--- src/rtl/unidade_controle_multiciclo.sv ---
// Multicycle processor control unit: Moore FSM whose outputs are registered from the next state.
// Defining CTRL_CONTADOR_INSTR_EN adds the retired-instruction counter on instr_count.

module unidade_controle_multiciclo #(
    parameter int unsigned OPCODE_W = 5,
    parameter int unsigned ALU_W    = 3,
    parameter int unsigned COMP_W   = 3
) (
    input  logic                clock,
    input  logic                reset_n,
    input  logic [OPCODE_W-1:0] opcode,
    input  logic                mem_ready,
    input  logic                inp_valid,
    input  logic                continuar,
    output logic                ir_load,
    output logic                pc_inc,
    output logic [1:0]          condicional,
    output logic [ALU_W-1:0]    aluCtrl,
    output logic [COMP_W-1:0]   comp,
    output logic                escolhaReg,
    output logic                imediato,
    output logic                origemEscrita,
    output logic                memRead,
    output logic                memWrite,
    output logic                regWrite,
    output logic                out,
    output logic                inp,
    output logic                escolheExt,
    output logic                halted,
    output logic                ilegal,
    output logic [31:0]         instr_count
);

    localparam int unsigned OP_W  = 5;
    localparam int unsigned CNT_W = 32;

    // Opcode map; 11001..11111 are undefined
    localparam logic [OP_W-1:0] OP_ADD   = 5'b00000;
    localparam logic [OP_W-1:0] OP_SUB   = 5'b00001;
    localparam logic [OP_W-1:0] OP_AND   = 5'b00010;
    localparam logic [OP_W-1:0] OP_OR    = 5'b00011;
    localparam logic [OP_W-1:0] OP_MULT  = 5'b00100;
    localparam logic [OP_W-1:0] OP_DIV   = 5'b00101;
    localparam logic [OP_W-1:0] OP_SLT   = 5'b00110;
    localparam logic [OP_W-1:0] OP_SGT   = 5'b00111;
    localparam logic [OP_W-1:0] OP_JUMP  = 5'b01000;
    localparam logic [OP_W-1:0] OP_LW    = 5'b01001;
    localparam logic [OP_W-1:0] OP_SW    = 5'b01010;
    localparam logic [OP_W-1:0] OP_ADDI  = 5'b01011;
    localparam logic [OP_W-1:0] OP_SUBI  = 5'b01100;
    localparam logic [OP_W-1:0] OP_BEQ   = 5'b01101;
    localparam logic [OP_W-1:0] OP_BNEQ  = 5'b01110;
    localparam logic [OP_W-1:0] OP_ANDI  = 5'b01111;
    localparam logic [OP_W-1:0] OP_HALT  = 5'b10000;
    localparam logic [OP_W-1:0] OP_ORI   = 5'b10001;
    localparam logic [OP_W-1:0] OP_MULTI = 5'b10010;
    localparam logic [OP_W-1:0] OP_OUT   = 5'b10011;
    localparam logic [OP_W-1:0] OP_BEQZ  = 5'b10100;
    localparam logic [OP_W-1:0] OP_MOVE  = 5'b10101;
    localparam logic [OP_W-1:0] OP_NOP   = 5'b10110;
    localparam logic [OP_W-1:0] OP_BEQO  = 5'b10111;
    localparam logic [OP_W-1:0] OP_INPUT = 5'b11000;

    typedef enum logic [2:0] {
        BUSCA, DECODIFICA, EXECUTA, MEMORIA, ESPERA_ENTRADA, ESCRITA, PARADO
    } estado_t;

    typedef struct packed {
        logic              ir_load;
        logic              pc_inc;
        logic [1:0]        condicional;
        logic [ALU_W-1:0]  alu;
        logic [COMP_W-1:0] comp;
        logic              escolha_reg;
        logic              imediato;
        logic              origem_escrita;
        logic              mem_read;
        logic              mem_write;
        logic              reg_write;
        logic              saida;
        logic              entrada;
        logic              escolhe_ext;
        logic              halted;
        logic              ilegal;
    } ctrl_t;

    function automatic logic [2:0] alu_code(input logic [OP_W-1:0] op);
        case (op)
            OP_ADD, OP_ADDI, OP_LW, OP_SW, OP_OUT: alu_code = 3'b000;
            OP_SUB, OP_SUBI:                       alu_code = 3'b001;
            OP_AND, OP_ANDI:                       alu_code = 3'b010;
            OP_OR, OP_ORI:                         alu_code = 3'b011;
            OP_MULT, OP_MULTI:                     alu_code = 3'b100;
            default:                               alu_code = 3'b111;
        endcase
    endfunction

    function automatic logic [2:0] comp_code(input logic [OP_W-1:0] op);
        case (op)
            OP_SLT:  comp_code = 3'b100;
            OP_SGT:  comp_code = 3'b011;
            OP_DIV:  comp_code = 3'b110;
            OP_BEQ:  comp_code = 3'b001;
            OP_BNEQ: comp_code = 3'b010;
            OP_BEQZ: comp_code = 3'b101;
            OP_BEQO: comp_code = 3'b111;
            default: comp_code = 3'b000;
        endcase
    endfunction

    function automatic logic is_imm(input logic [OP_W-1:0] op);
        case (op)
            OP_ADDI, OP_SUBI, OP_ORI, OP_ANDI, OP_MULTI,
            OP_MOVE, OP_LW, OP_SW, OP_OUT: is_imm = 1'b1;
            default:                       is_imm = 1'b0;
        endcase
    endfunction

    estado_t         state_q, state_d;
    logic [OP_W-1:0] opcode_q, opcode_d;
    logic            prim_q;
    ctrl_t           ctrl_q, ctrl_d;
    logic            legal_c;
    logic            ileg_c;

    assign legal_c = (opcode[OP_W-1:0] <= OP_INPUT) && ((opcode >> OP_W) == '0);

    // State, latched opcode and registered outputs
    always_ff @(posedge clock or negedge reset_n) begin
        if (!reset_n) begin
            state_q    <= BUSCA;
            opcode_q   <= '0;
            prim_q     <= 1'b1;
            ctrl_q     <= '0;
            ctrl_q.alu <= '1;
        end else begin
            state_q  <= state_d;
            opcode_q <= opcode_d;
            prim_q   <= 1'b0;
            ctrl_q   <= ctrl_d;
        end
    end

    // Next state, then the outputs of the state being entered
    always_comb begin
        state_d    = state_q;
        opcode_d   = opcode_q;
        ileg_c     = 1'b0;
        ctrl_d     = '0;
        ctrl_d.alu = '1;

        case (state_q)
            BUSCA:      state_d = prim_q ? BUSCA : DECODIFICA;
            DECODIFICA: begin
                opcode_d = opcode[OP_W-1:0];
                if (legal_c) begin
                    state_d = EXECUTA;
                end else begin
                    state_d = BUSCA;
                    ileg_c  = 1'b1;
                end
            end
            EXECUTA: begin
                case (opcode_q)
                    OP_JUMP, OP_BEQ, OP_BNEQ, OP_BEQZ,
                    OP_BEQO, OP_NOP, OP_OUT: state_d = BUSCA;
                    OP_LW, OP_SW:            state_d = MEMORIA;
                    OP_INPUT:                state_d = ESPERA_ENTRADA;
                    OP_HALT:                 state_d = PARADO;
                    default:                 state_d = ESCRITA;
                endcase
            end
            MEMORIA:        if (mem_ready) state_d = (opcode_q == OP_LW) ? ESCRITA : BUSCA;
            ESPERA_ENTRADA: if (inp_valid) state_d = ESCRITA;
            ESCRITA:        state_d = BUSCA;
            PARADO:         if (continuar) state_d = BUSCA;
            default:        state_d = BUSCA;
        endcase

        if (state_d inside {EXECUTA, MEMORIA, ESPERA_ENTRADA, ESCRITA}) begin
            ctrl_d.alu         = ALU_W'(alu_code(opcode_d));
            ctrl_d.comp        = COMP_W'(comp_code(opcode_d));
            ctrl_d.imediato    = is_imm(opcode_d);
            ctrl_d.escolha_reg = is_imm(opcode_d);
        end

        case (state_d)
            BUSCA: begin
                ctrl_d.ir_load = 1'b1;
                ctrl_d.pc_inc  = 1'b1;
                ctrl_d.ilegal  = ileg_c;
            end
            EXECUTA: begin
                if (opcode_d == OP_JUMP) ctrl_d.condicional = 2'b01;
                if (opcode_d inside {OP_BEQ, OP_BNEQ, OP_BEQZ, OP_BEQO}) ctrl_d.condicional = 2'b10;
                ctrl_d.saida = (opcode_d == OP_OUT);
            end
            MEMORIA: begin
                ctrl_d.mem_read  = (opcode_d == OP_LW);
                ctrl_d.mem_write = (opcode_d == OP_SW);
            end
            ESPERA_ENTRADA: begin
                ctrl_d.entrada     = 1'b1;
                ctrl_d.escolhe_ext = 1'b1;
            end
            ESCRITA: begin
                ctrl_d.reg_write      = 1'b1;
                ctrl_d.origem_escrita = (opcode_d != OP_LW);
                ctrl_d.entrada        = (opcode_d == OP_INPUT);
                ctrl_d.escolhe_ext    = (opcode_d == OP_INPUT);
            end
            PARADO:  ctrl_d.halted = 1'b1;
            default: ;
        endcase
    end

`ifdef CTRL_CONTADOR_INSTR_EN
    logic [CNT_W-1:0] cnt_q;
    logic             conta_c;

    // Retire on return to BUSCA from a completing state only
    assign conta_c = (state_d == BUSCA) && (state_q inside {EXECUTA, MEMORIA, ESCRITA});

    always_ff @(posedge clock or negedge reset_n) begin
        if (!reset_n) begin
            cnt_q <= '0;
        end else if (conta_c) begin
            cnt_q <= cnt_q + CNT_W'(1);
        end
    end

    assign instr_count = cnt_q;
`else
    assign instr_count = '0;
`endif

    assign ir_load       = ctrl_q.ir_load;
    assign pc_inc        = ctrl_q.pc_inc;
    assign condicional   = ctrl_q.condicional;
    assign aluCtrl       = ctrl_q.alu;
    assign comp          = ctrl_q.comp;
    assign escolhaReg    = ctrl_q.escolha_reg;
    assign imediato      = ctrl_q.imediato;
    assign origemEscrita = ctrl_q.origem_escrita;
    assign memRead       = ctrl_q.mem_read;
    assign memWrite      = ctrl_q.mem_write;
    assign regWrite      = ctrl_q.reg_write;
    assign out           = ctrl_q.saida;
    assign inp           = ctrl_q.entrada;
    assign escolheExt    = ctrl_q.escolhe_ext;
    assign halted        = ctrl_q.halted;
    assign ilegal        = ctrl_q.ilegal;

endmodule

--- config.mk ---
export PLATFORM = sky130hd
export DESIGN_NAME = unidade_controle_multiciclo
export DESIGN_NICKNAME = d
export VERILOG_FILES = /design/src/rtl/unidade_controle_multiciclo.sv
export SDC_FILE = /design/constraint.sdc
export NUM_CORES = 1
export LEC_CHECK = 0
export CORE_ASPECT_RATIO = 1.4
export CORE_MARGIN = 2
export CORE_UTILIZATION = 48
export DETAILED_ROUTE_END_ITERATION = 12
export PLACE_DENSITY_LB_ADDON = 0.15
export SLEW_MARGIN = 20
export SYNTH_ARGS = -nofsm -noshare
export SYNTH_HDL_FRONTEND = slang
export SYNTH_SLANG_ARGS = --single-unit
--- constraint.sdc ---
create_clock -name clock -period 7.6 [get_ports clock]
set_clock_uncertainty 0.05 [all_clocks]
set_input_delay 1.52 -clock clock [delete_from_list [all_inputs] [get_ports clock]]
set_output_delay 1.52 -clock clock [all_outputs]
set_load 0.01 [all_outputs]
==> flow_summary.yaml, run 1 <==
outcome:
  status: "finished clean"
yosys:
  synth-edff-count: 0
  synth_top_area_share_pct: 30.0
  syn_avg_cell_area_um2: 9.63
  synth_area_leader_cell: "dfrtp_1"
  async_flop_share_pct: 100
  ys_types: 52
  synth_ff_type: "dfrtp_1"
  syn_inst: 199
  yosys_warnings: 0
  syn_area_mm2: 0.00192
  ys_ff_latch: 27
  seq_area_frac_synth_pct: 35.5
  synthTopCellsByArea: "dfrtp_1, buf_4, dfstp_2"
power:
  combPwrFrac_pct: 62.7
  p_int_uw: 446
  peakVddDrop_mv: 0.230
  switching_power_uw: 404
  pwr-share-clk_pct: 9.3
  p_seq_share_pct: 27.9
  power.share.switching_pct: 47.6
  p_leak_uw: 0.000994
  powerDensity_mw_per_mm2: 396
layout:
  layout.nets: 242
  syn_to_final_growth_pct: 12.1
  layout_commonest_cell: "conb_1"
  diodes: 0
  drive_gt1_share_pct: 10.3
  final_cell_mix: "conb_1, clkdlybuf4s50_1, dfrtp_1, nor3_1, inv_1"
  n_fill_cell: 371
floorplan:
  die_h_um: 78.7
  row_count: 27
  ioPinCount: 63
  die_w_um: 57.4
  die-area_mm2: 0.00452
  start_util_pct: 49.3
  core-area_mm2: 0.00388
run:
  drv_cap: 0
setup_path:
  worst_ep_required_time_ns: 7.71
  crit_arrival_ns: 3.89
  rrSetupSlack_ns: 4.25
  r2r_cells: 8
  cp_max_fo: 6
  critPathLaunch: "opcode[1]"
  r2r_start: "state_q[0]"
  crit_end: "condicional[1]"
  r2r-end: "condicional[1]"
  start_kind: "input port"
  cp-end-kind: "register"
  crit_type: "in -> reg"
timing:
  fin_crit_sh_pct: 49.7
  tns_ns: 0
  rsz0062_at_grt: "false"
  tightest_slew_ns: 0.736
  slew_headroom_pct: 49.5
  setup_slack_ns: 3.82
  maxSlewViolCount: 0
  fin_crit_ns: 3.78
  setup_viol: 0
  fmax_mhz: 265
  hold_violations: 0
placement:
  port_buffers: 30
  hpwl_mm: 3.10
  place_congestion: 0.898
  post-place-ws_ns: 3.55
clock_network:
  cts_tree: "built"
  cts_inserted_buffers: 3
  cts_setup_buffers: 0
  holdBufCountCts: 0
  htreeDepth: 1
  clockBufferDepth: 2
  clk_pin_slew_ns: 0.09
  cts_resized: 0
  clk-insertion-delay-late_ns: 0.26
  cts_root_buffer: "clkbuf_8"
  numClockSinks: 27
routing:
  first_pass_iters: 4
  drcViolationCount: 0
  wire_per_inst_um: 14.7
  drtIter0Drc: 56
  num_vias: 1467
  vias_per_cell: 5.49
  wl_mm: 3.94
  ant_nets: 0
global_routing:
  grt_pass1_vias: 1393
  grt_busiest_layer: "met2"
  grt_pass1_wl_mm: 6.55
  grt_max_degree: 28
  gr-usage-all-layers_pct: 18.2
  antenna_found_initial: 0
  use_met2_pct: 31.5
  grt_use_met1_pct: 22.5
  met3_usage_pct: 2.12
  gr-total-overflow: 0
hold_path:
  hold_path.class: "reg -> reg"
cells in the mapped netlist (2+ instances only):
library cell   n
a22oi_1        2
dfstp_2        4
inv_2          2
nor2_1         9
o311ai_0       3
ha_1           7
nor3b_1        3
a211oi_1       2
nor2b_1        5
a21oi_1        7
nand2b_1       3
mux2i_1        9
nor3_1        13
nand2_1        7
buf_4         35
and3_1         6
mux2_2         2
dfrtp_1       23
o21ai_0        3
o31ai_1        3
or2_2          2
buf_2          4
a221oi_1       2
clkbuf_1       2
inv_1         11
and3b_1        2
nor4_1         3
power groups by stage:
stage	Clock (uW)	Combinational, uW	Sequential [uW]
final	79.4	533	237
after global routing	86.8	585	246
after CTS	80.9	530	238
after detailed placement	0	529	240
after global placement	0	520	237
after floorplan	0	420	222
critical path: stages:
cell	delay (ns)
clkdlybuf4s50_1	0.45
mux2i_1	0.41
inv_1	0.16
ha_1	0.29
or2_2	0.34
a221oi_1	0.40
o22ai_1	0.11
and3_1	0.20
cell families after synthesis:
kind of cell | after synthesis | synth area share, %
AOI/OAI and AO/OA | 33 | 15.1
xor gates and xnor gates | 2 | 0.915
adders and majority gates | 7 | 4.57
buffers and inverters | 56 | 18.2
DFF | 27 | 35.5
muxes | 12 | 6.60
other | 1 | 0.196
and+or+nand+nor | 61 | 18.9
final cells by class:
| class | instances | area [um^2] | area share, % |
|---|---|---|---|
| clock buffer | 4 | 45.0 | 2.10 |
| tap | 43 | 53.8 | 2.51 |
| inverter | 14 | 53.8 | 2.51 |
| timing repair buffer | 31 | 308 | 14.3 |
| multi-input combinational | 148 | 1010 | 46.9 |
| sequential | 27 | 681 | 31.7 |
how the worst min path moves through the flow:
stage | startpoint | end | slack (ns) | cells after the start
6_report | opcode_q[0] | opcode_q[0] | 0.72 | 2
5_1_grt | opcode_q[0] | opcode_q[0] | 0.77 | 2
4_1_cts | opcode_q[0] | opcode_q[0] | 0.73 | 2
3_5_place_dp | opcode_q[0] | opcode_q[0] | 0.70 | 2
3_3_place_gp | opcode_q[0] | opcode_q[0] | 0.69 | 2
2_1_floorplan | opcode_q[0] | opcode_q[0] | 0.60 | 2
per-layer routing:
metal	routed length [um]	share of wire (%)
met1	1560	40
met2	2040	52
met3	200	5.1
met4	138	3.5
met5	0	0
metrics by stage:
step	instance area, um^2	total power, uW	hold WS [ns]	utilization, %	instances
2_1_floorplan	2040	642	0.602	-	231
3_3_place_gp	2100	757	0.686	54.1	263
3_5_place_dp	2100	769	0.702	54.1	263
4_1_cts	2150	849	0.726	55.3	267
5_1_grt	2150	918	0.769	55.3	267
6_report	2150	850	0.717	55.3	267
flip-flops by register name, indices dropped and copies added, names as in the netlist:
signal,flops
escolhaReg,1
opcode_q,5
memWrite,1
memRead,1
out,1
ir_load,1
aluCtrl,3
ilegal,1
comp,3
origemEscrita,1
regWrite,1
halted,1
prim_q,1
condicional,2
state_q,3
inp,1
No activity file was read; power rests on OpenSTA's default activity.
==> inputs of run 2 (changes only) <==
--- a/config.mk
+++ b/config.mk
@@ -7,7 +7,7 @@
 export LEC_CHECK = 0
 export CORE_ASPECT_RATIO = 1.4
 export CORE_MARGIN = 2
-export CORE_UTILIZATION = 48
+export CORE_UTILIZATION = 42
 export DETAILED_ROUTE_END_ITERATION = 12
 export PLACE_DENSITY_LB_ADDON = 0.15
 export SLEW_MARGIN = 20
==> constraint.sdc (replaced) <==
create_clock -name clock -period 3.22 [get_ports clock]
set_clock_uncertainty 0.05 [all_clocks]
set_input_delay 0.644 -clock clock [delete_from_list [all_inputs] [get_ports clock]]
set_output_delay 0.644 -clock clock [all_outputs]
set_load 0.01 [all_outputs]
==> run 2 against run 1 <==
- largest power group unchanged
- sequential share of layout area fell by 0.77 points
- first-iteration DRC count fell by 61%
- worst setup slack got worse by 3.6 ns
- die area rose by 13%
- combinational power rose by 150%
- count of clock-buffer cells in the layout did not move
- critical endpoint unchanged
- sequential power rose by 140%
- critical path depth did not move
- sequential cell count did not move
- register-to-register slack got worse by 4.0 ns
- global-route usage fell by 1.0 points
- largest cell class unchanged
- design area rose by 2.5%
==> flow_summary.yaml, run 2 (synthesized netlist as in run 1, its figures left out) <==
layout:
  final_cell_mix: "conb_1, clkdlybuf4s50_1, dfrtp_1, nor3_1, inv_1"
  layout.nets: 246
  design_area_mm2: 0.00220
  largest_reg_flops: 5
  multi_input_area_mm2: 0.00101
  diodes: 0
  layout_commonest_cell: "conb_1"
  largest-register: "opcode_q"
  n_fill_cell: 442
  seq_area_um2: 681
  syn_to_final_growth_pct: 14.9
  drive_gt1_share_pct: 11.8
power:
  p_leak_uw: 0.00101
  powerDensity_mw_per_mm2: 938
  pwr-share-clk_pct: 9.0
  peakVddDrop_mv: 0.497
  p_int_uw: 1090
  p_seq_share_pct: 27.0
  combPwrFrac_pct: 64.1
  power.share.switching_pct: 47.4
  switching_power_uw: 979
timing:
  tns_ns: 0
  fin_crit_sh_pct: 92.0
  hold_violations: 0
  tightest_slew_ns: 0.484
  setup_viol: 0
  rsz0062_at_grt: "false"
  fin_crit_ns: 2.96
  fmax_mhz: 338
  slew_headroom_pct: 67.1
  maxSlewViolCount: 0
clock_network:
  numClockSinks: 27
  cts_resized: 0
  holdBufCountCts: 0
  clk-insertion-delay-late_ns: 0.27
  cts_setup_buffers: 0
  cts_inserted_buffers: 3
  htreeDepth: 1
  clk_pin_slew_ns: 0.08
  cts_tree: "built"
  clockBufferDepth: 2
  cts_root_buffer: "clkbuf_8"
global_routing:
  grt_max_degree: 28
  grt_pass1_wl_mm: 6.71
  gr-total-overflow: 0
  gr-usage-all-layers_pct: 17.1
  antenna_found_initial: 0
  grt_pass1_vias: 1361
setup_path:
  crit_family: "simple AND/OR/NAND/NOR gates"
  rrSetupSlack_ns: 0.26
  worst_ep_required_time_ns: 3.33
  slowest_stage: "dfrtp_1"
  path_buf_inv: 1
  r2r-end: "condicional[1]"
  cpPeakStageDelay_ns: 0.49
  r2r_cells: 8
  path_cells: "nor3b_4 -> mux2i_1 -> inv_1 -> ha_1 -> or2_2 -> a221oi_1 -> o22ai_1 -> and3_1"
  start_kind: "register"
  crit_arrival_ns: 3.07
  crit_type: "reg -> reg"
  cp-end-kind: "register"
  r2r_start: "state_q[0]"
  cp_max_fo: 9
hold_path:
  hold_path.class: "reg -> reg"
  min_path_cells: 2
  hold_end: "opcode_q[1]"
  hp-start: "opcode_q[1]"
routing:
  dr_wl_met2_mm: 2.11
  num_vias: 1438
  ant_nets: 0
  wire_per_inst_um: 13.8
  drtIter0Drc: 22
  wl_mm: 4.00
  drcViolationCount: 0
  vias_per_cell: 4.96
  wirelength_met1_mm: 1.68
  wl_met3_um: 144
  topRoutingLayerUsed: "met4"
  first_pass_iters: 4
placement:
  place_area_mm2: 0.00216
  port_buffers: 30
  hpwl_mm: 3.07
  place_congestion: 0.846
floorplan:
  start_util_pct: 42.9
  ioPinCount: 63
  die-area_mm2: 0.00512
  die_h_um: 83.9
  die_w_um: 61.1
  row_count: 29
  core-area_mm2: 0.00446
run:
  drv_cap: 0
outcome:
  status: "finished clean"
==> run 2: changes by cell type in the layout (fill, tap and decap cells not counted), sizes merged <==
cell and delta:
buf +4
==> run 2: power groups by stage <==
stage                     logic (uW)  clock network, uW  registers, uW
final                           1320                186            557
after global routing            1450                207            579
after CTS                       1310                191            557
after detailed placement        1310                  0            564
after global placement          1310                  0            564
after floorplan                  990                  0            525
==> run 2: worst max path at each step <==
stage               slack, ns              to  startpoint  depth (start not counted)
floorplan                0.23  condicional[1]  state_q[2]                         10
global placement         0.25  condicional[1]   opcode[0]                          8
detailed placement       0.13  condicional[1]   opcode[0]                          8
CTS                      0.29  condicional[1]  state_q[0]                          8
global route             0.06  condicional[1]  state_q[0]                          8
finish                   0.26  condicional[1]  state_q[0]                          8
==> run 2: routing by layer <==
layer / GRT usage [%] / vias up
met5: 0 / -
met4: 5.93 / 0
met3: 1.86 / 6
met2: 27.7 / 47
met1: 23.1 / 691
li1: - / 694
==> run 2: cell type report <==
cell class | instances | area share, %
well taps | 62 | 3.52
clock buffers | 4 | 2.05
repair buffers | 35 | 15.3
inverters | 14 | 2.44
multi-input cells | 148 | 45.7
flip-flops and latches | 27 | 30.9
==> run 2: tightest hold or removal path, delay by kind of cell (launching register included) <==
kind | cells | cell delay (ns)
buffers and inverters | 1 | 0.11
flip-flops | 1 | 0.42
multiplexers | 1 | 0.11
==> run 2: stage by stage <==
step	hold WS, ns	utilization (%)	setup slack, ns	power [uW]	cells
floorplan	0.298	-	0.233	1520	231
global placement	0.601	48.3	0.246	1870	286
detailed placement	0.614	48.3	0.132	1870	286
CTS	0.635	49.3	0.291	2060	290
global route	0.685	49.3	0.0601	2240	290
finish	0.632	49.3	0.259	2070	290
==> inputs of run 3 (changes only) <==
--- a/config.mk
+++ b/config.mk
@@ -9,7 +9,9 @@
 export CORE_MARGIN = 2
 export CORE_UTILIZATION = 42
 export DETAILED_ROUTE_END_ITERATION = 12
+export GPL_TIMING_DRIVEN = 0
 export PLACE_DENSITY_LB_ADDON = 0.15
+export SKIP_LAST_GASP = 1
 export SLEW_MARGIN = 20
 export SYNTH_ARGS = -nofsm -noshare
 export SYNTH_HDL_FRONTEND = slang
==> run 3 against run 2 <==
- clock power is 5% higher
- count of clock-buffer cells in the layout unchanged
- routed wire length is 1.3% lower
- fmax down 0.52%
- global-route usage shrank 0.58 points
- sequential share of layout area is 3.7 points lower
- combinational power increased by 8%
- hold slack got worse by 0.33 ns
- design area is 13% higher
- die area is the same
- core utilization rose by 6.6 points
- critical path depth rose by 2
==> flow_summary.yaml, run 3 (synthesized netlist as in run 1, its figures left out) <==
timing:
  maxSlewViolCount: 0
  rsz0062_at_grt: "false"
  fin_crit_ns: 2.98
  fmax_mhz: 336
  slew_headroom_pct: 50.5
  tightest_slew_ns: 0.722
  setup_viol: 0
  hold_violations: 0
  fin_crit_sh_pct: 92.4
setup_path:
  crit_arrival_ns: 3.09
  cpPeakStageDelay_ns: 0.37
  worst_ep_required_time_ns: 3.34
  start_kind: "register"
  path_buf_inv: 3
  crit_type: "reg -> reg"
  path_cells: "clkbuf_2 -> nor3b_4 -> buf_6 -> mux2i_4 -> inv_1 -> ha_1 -> or2_2 -> a221oi_2 -> o22ai_1 -> and3_1"
  crit_family: "simple AND/OR/NAND/NOR gates"
  cp_max_fo: 10
  cp-end-kind: "register"
  r2r_start: "state_q[2]"
  critPathLaunch: "state_q[2]"
  slowest_stage: "dfrtp_1"
layout:
  seq_area_um2: 681
  final-instance-count-excl-fill: 328
  diodes: 0
  multi_input_area_mm2: 0.00104
  n_fill_cell: 404
  layout_commonest_cell: "buf_4"
  drive_gt1_share_pct: 25.6
  syn_to_final_growth_pct: 30.3
  largest-register: "opcode_q"
  final_cell_mix: "buf_4, conb_1, clkdlybuf4s50_1, dfrtp_1, nor3_1"
  largest_reg_flops: 5
  layout.nets: 284
routing:
  wl_mm: 3.95
  first_pass_iters: 4
  num_vias: 1528
  wire_per_inst_um: 12.0
  drcViolationCount: 0
  drtIter0Drc: 47
  ant_nets: 0
  vias_per_cell: 4.66
clock_network:
  numClockSinks: 27
  cts_inserted_buffers: 3
  clockBufferDepth: 2
  cts_tree: "built"
  htreeDepth: 1
  cts_root_buffer: "clkbuf_8"
  clk-insertion-delay-late_ns: 0.28
  clk_pin_slew_ns: 0.09
hold_path:
  hold_path.class: "in -> async"
global_routing:
  grt_max_degree: 28
  antenna_found_initial: 0
  met3_usage_pct: 1.40
  grt_use_met1_pct: 21.4
  grt_pass1_wl_mm: 6.56
  grt_pass1_vias: 1351
  gr-usage-all-layers_pct: 16.6
  grt_busiest_layer: "met2"
  use_met2_pct: 28.2
  gr-total-overflow: 0
power:
  switching_power_uw: 992
  power.total_uw: 2150
  p_int_uw: 1150
  powerDensity_mw_per_mm2: 860
  combPwrFrac_pct: 66.8
  pwr-share-clk_pct: 9.1
  p_leak_uw: 0.00122
  power.share.switching_pct: 46.2
  peakVddDrop_mv: 0.390
  p_seq_share_pct: 24.2
floorplan:
  die-area_mm2: 0.00512
  start_util_pct: 42.9
  row_count: 29
  die_w_um: 61.1
  die_h_um: 83.9
  ioPinCount: 63
  core-area_mm2: 0.00446
placement:
  port_buffers: 29
  dp.cells: 322
  place_congestion: 0.870
  hpwl_mm: 3.08
run:
  drv_cap: 0
outcome:
  status: "finished clean"
-- run 3: cell count changes in the layout (fill, tap and decap cells not counted), sizes merged --
cell | before | now
clkbuf | 4 | 7
clkdlybuf4s50 | 30 | 28
buf | 5 | 42
-- run 3: stage by stage --
| step | util [%] | setup slack (ns) | setup TNS, ns | cell area [um^2] | hold slack (ns) |
|---|---|---|---|---|---|
| 4_1_cts | 55.0 | 0.0128 | 0 | 2450 | 0.323 |
| 3_3_place_gp | 53.9 | -0.157 | -0.567 | 2400 | 0.720 |
| 3_5_place_dp | 53.7 | -0.119 | -0.425 | 2400 | 0.626 |
| 6_report | 55.9 | 0.244 | 0 | 2500 | 0.302 |
| 2_1_floorplan | - | 0.233 | 0 | 2040 | 0.298 |
| 5_1_grt | 55.9 | 0.0319 | 0 | 2500 | 0.364 |
-- run 3: worst register-to-register path, stage by stage, from the launching register on --
cell	delay, ns
dfrtp_1	0.37
clkbuf_2	0.18
nor3b_4	0.36
buf_6	0.22
mux2i_4	0.31
inv_1	0.12
ha_1	0.28
or2_2	0.36
a221oi_2	0.29
o22ai_1	0.12
and3_1	0.20
-- run 3: power groups by stage --
stage	combinational, uW	clock, uW	sequential, uW
3_5_place_dp	1360	0	519
4_1_cts	1380	197	515
6_report	1430	195	519
2_1_floorplan	990	0	525
3_3_place_gp	1360	0	518
5_1_grt	1590	203	533
-- run 3: worst paths after layout --
| kind | to | cells after the start | slack, ns |
|---|---|---|---|
| max in group asynchronous | halted | 1 | 2.43 |
| worst min register to register | opcode_q[0] | 2 | 0.69 |
| worst min-delay path | ir_load | 1 | 0.30 |
| min in group clock | opcode_q[0] | 2 | 0.69 |
| worst max-delay path | condicional[1] | 10 | 0.24 |
| worst max register to register | condicional[1] | 10 | 0.24 |
-- run 3: timing repair --
item                                    4_1_cts  5_1_grt
pin swaps                                     0        1
buffers inserted                              0        2
endpoints found under the setup margin        4        5
hold buffers                                  0        0
endpoints found under the hold margin         0        0
cloned                                        0        0
gates resized for setup                       3        4
-- run 3: area by class of cell --
type	count	area share (%)
clock buffers	4	1.80
plain buffers	42	12.1
flip-flops and latches	27	27.3
well taps	62	3.11
repair buffers	31	12.0
inverters	14	2.16
multi-input cells	148	41.6
-- run 3: layer usage --
metal / wire [um] / share of wire, % / vias up
met3: 240 / 6.1 / 4
met4: 47 / 1.2 / 0
li1: - / - / 767
met1: 1600 / 40 / 700
met2: 2070 / 52 / 57
met5: 0 / 0 / -
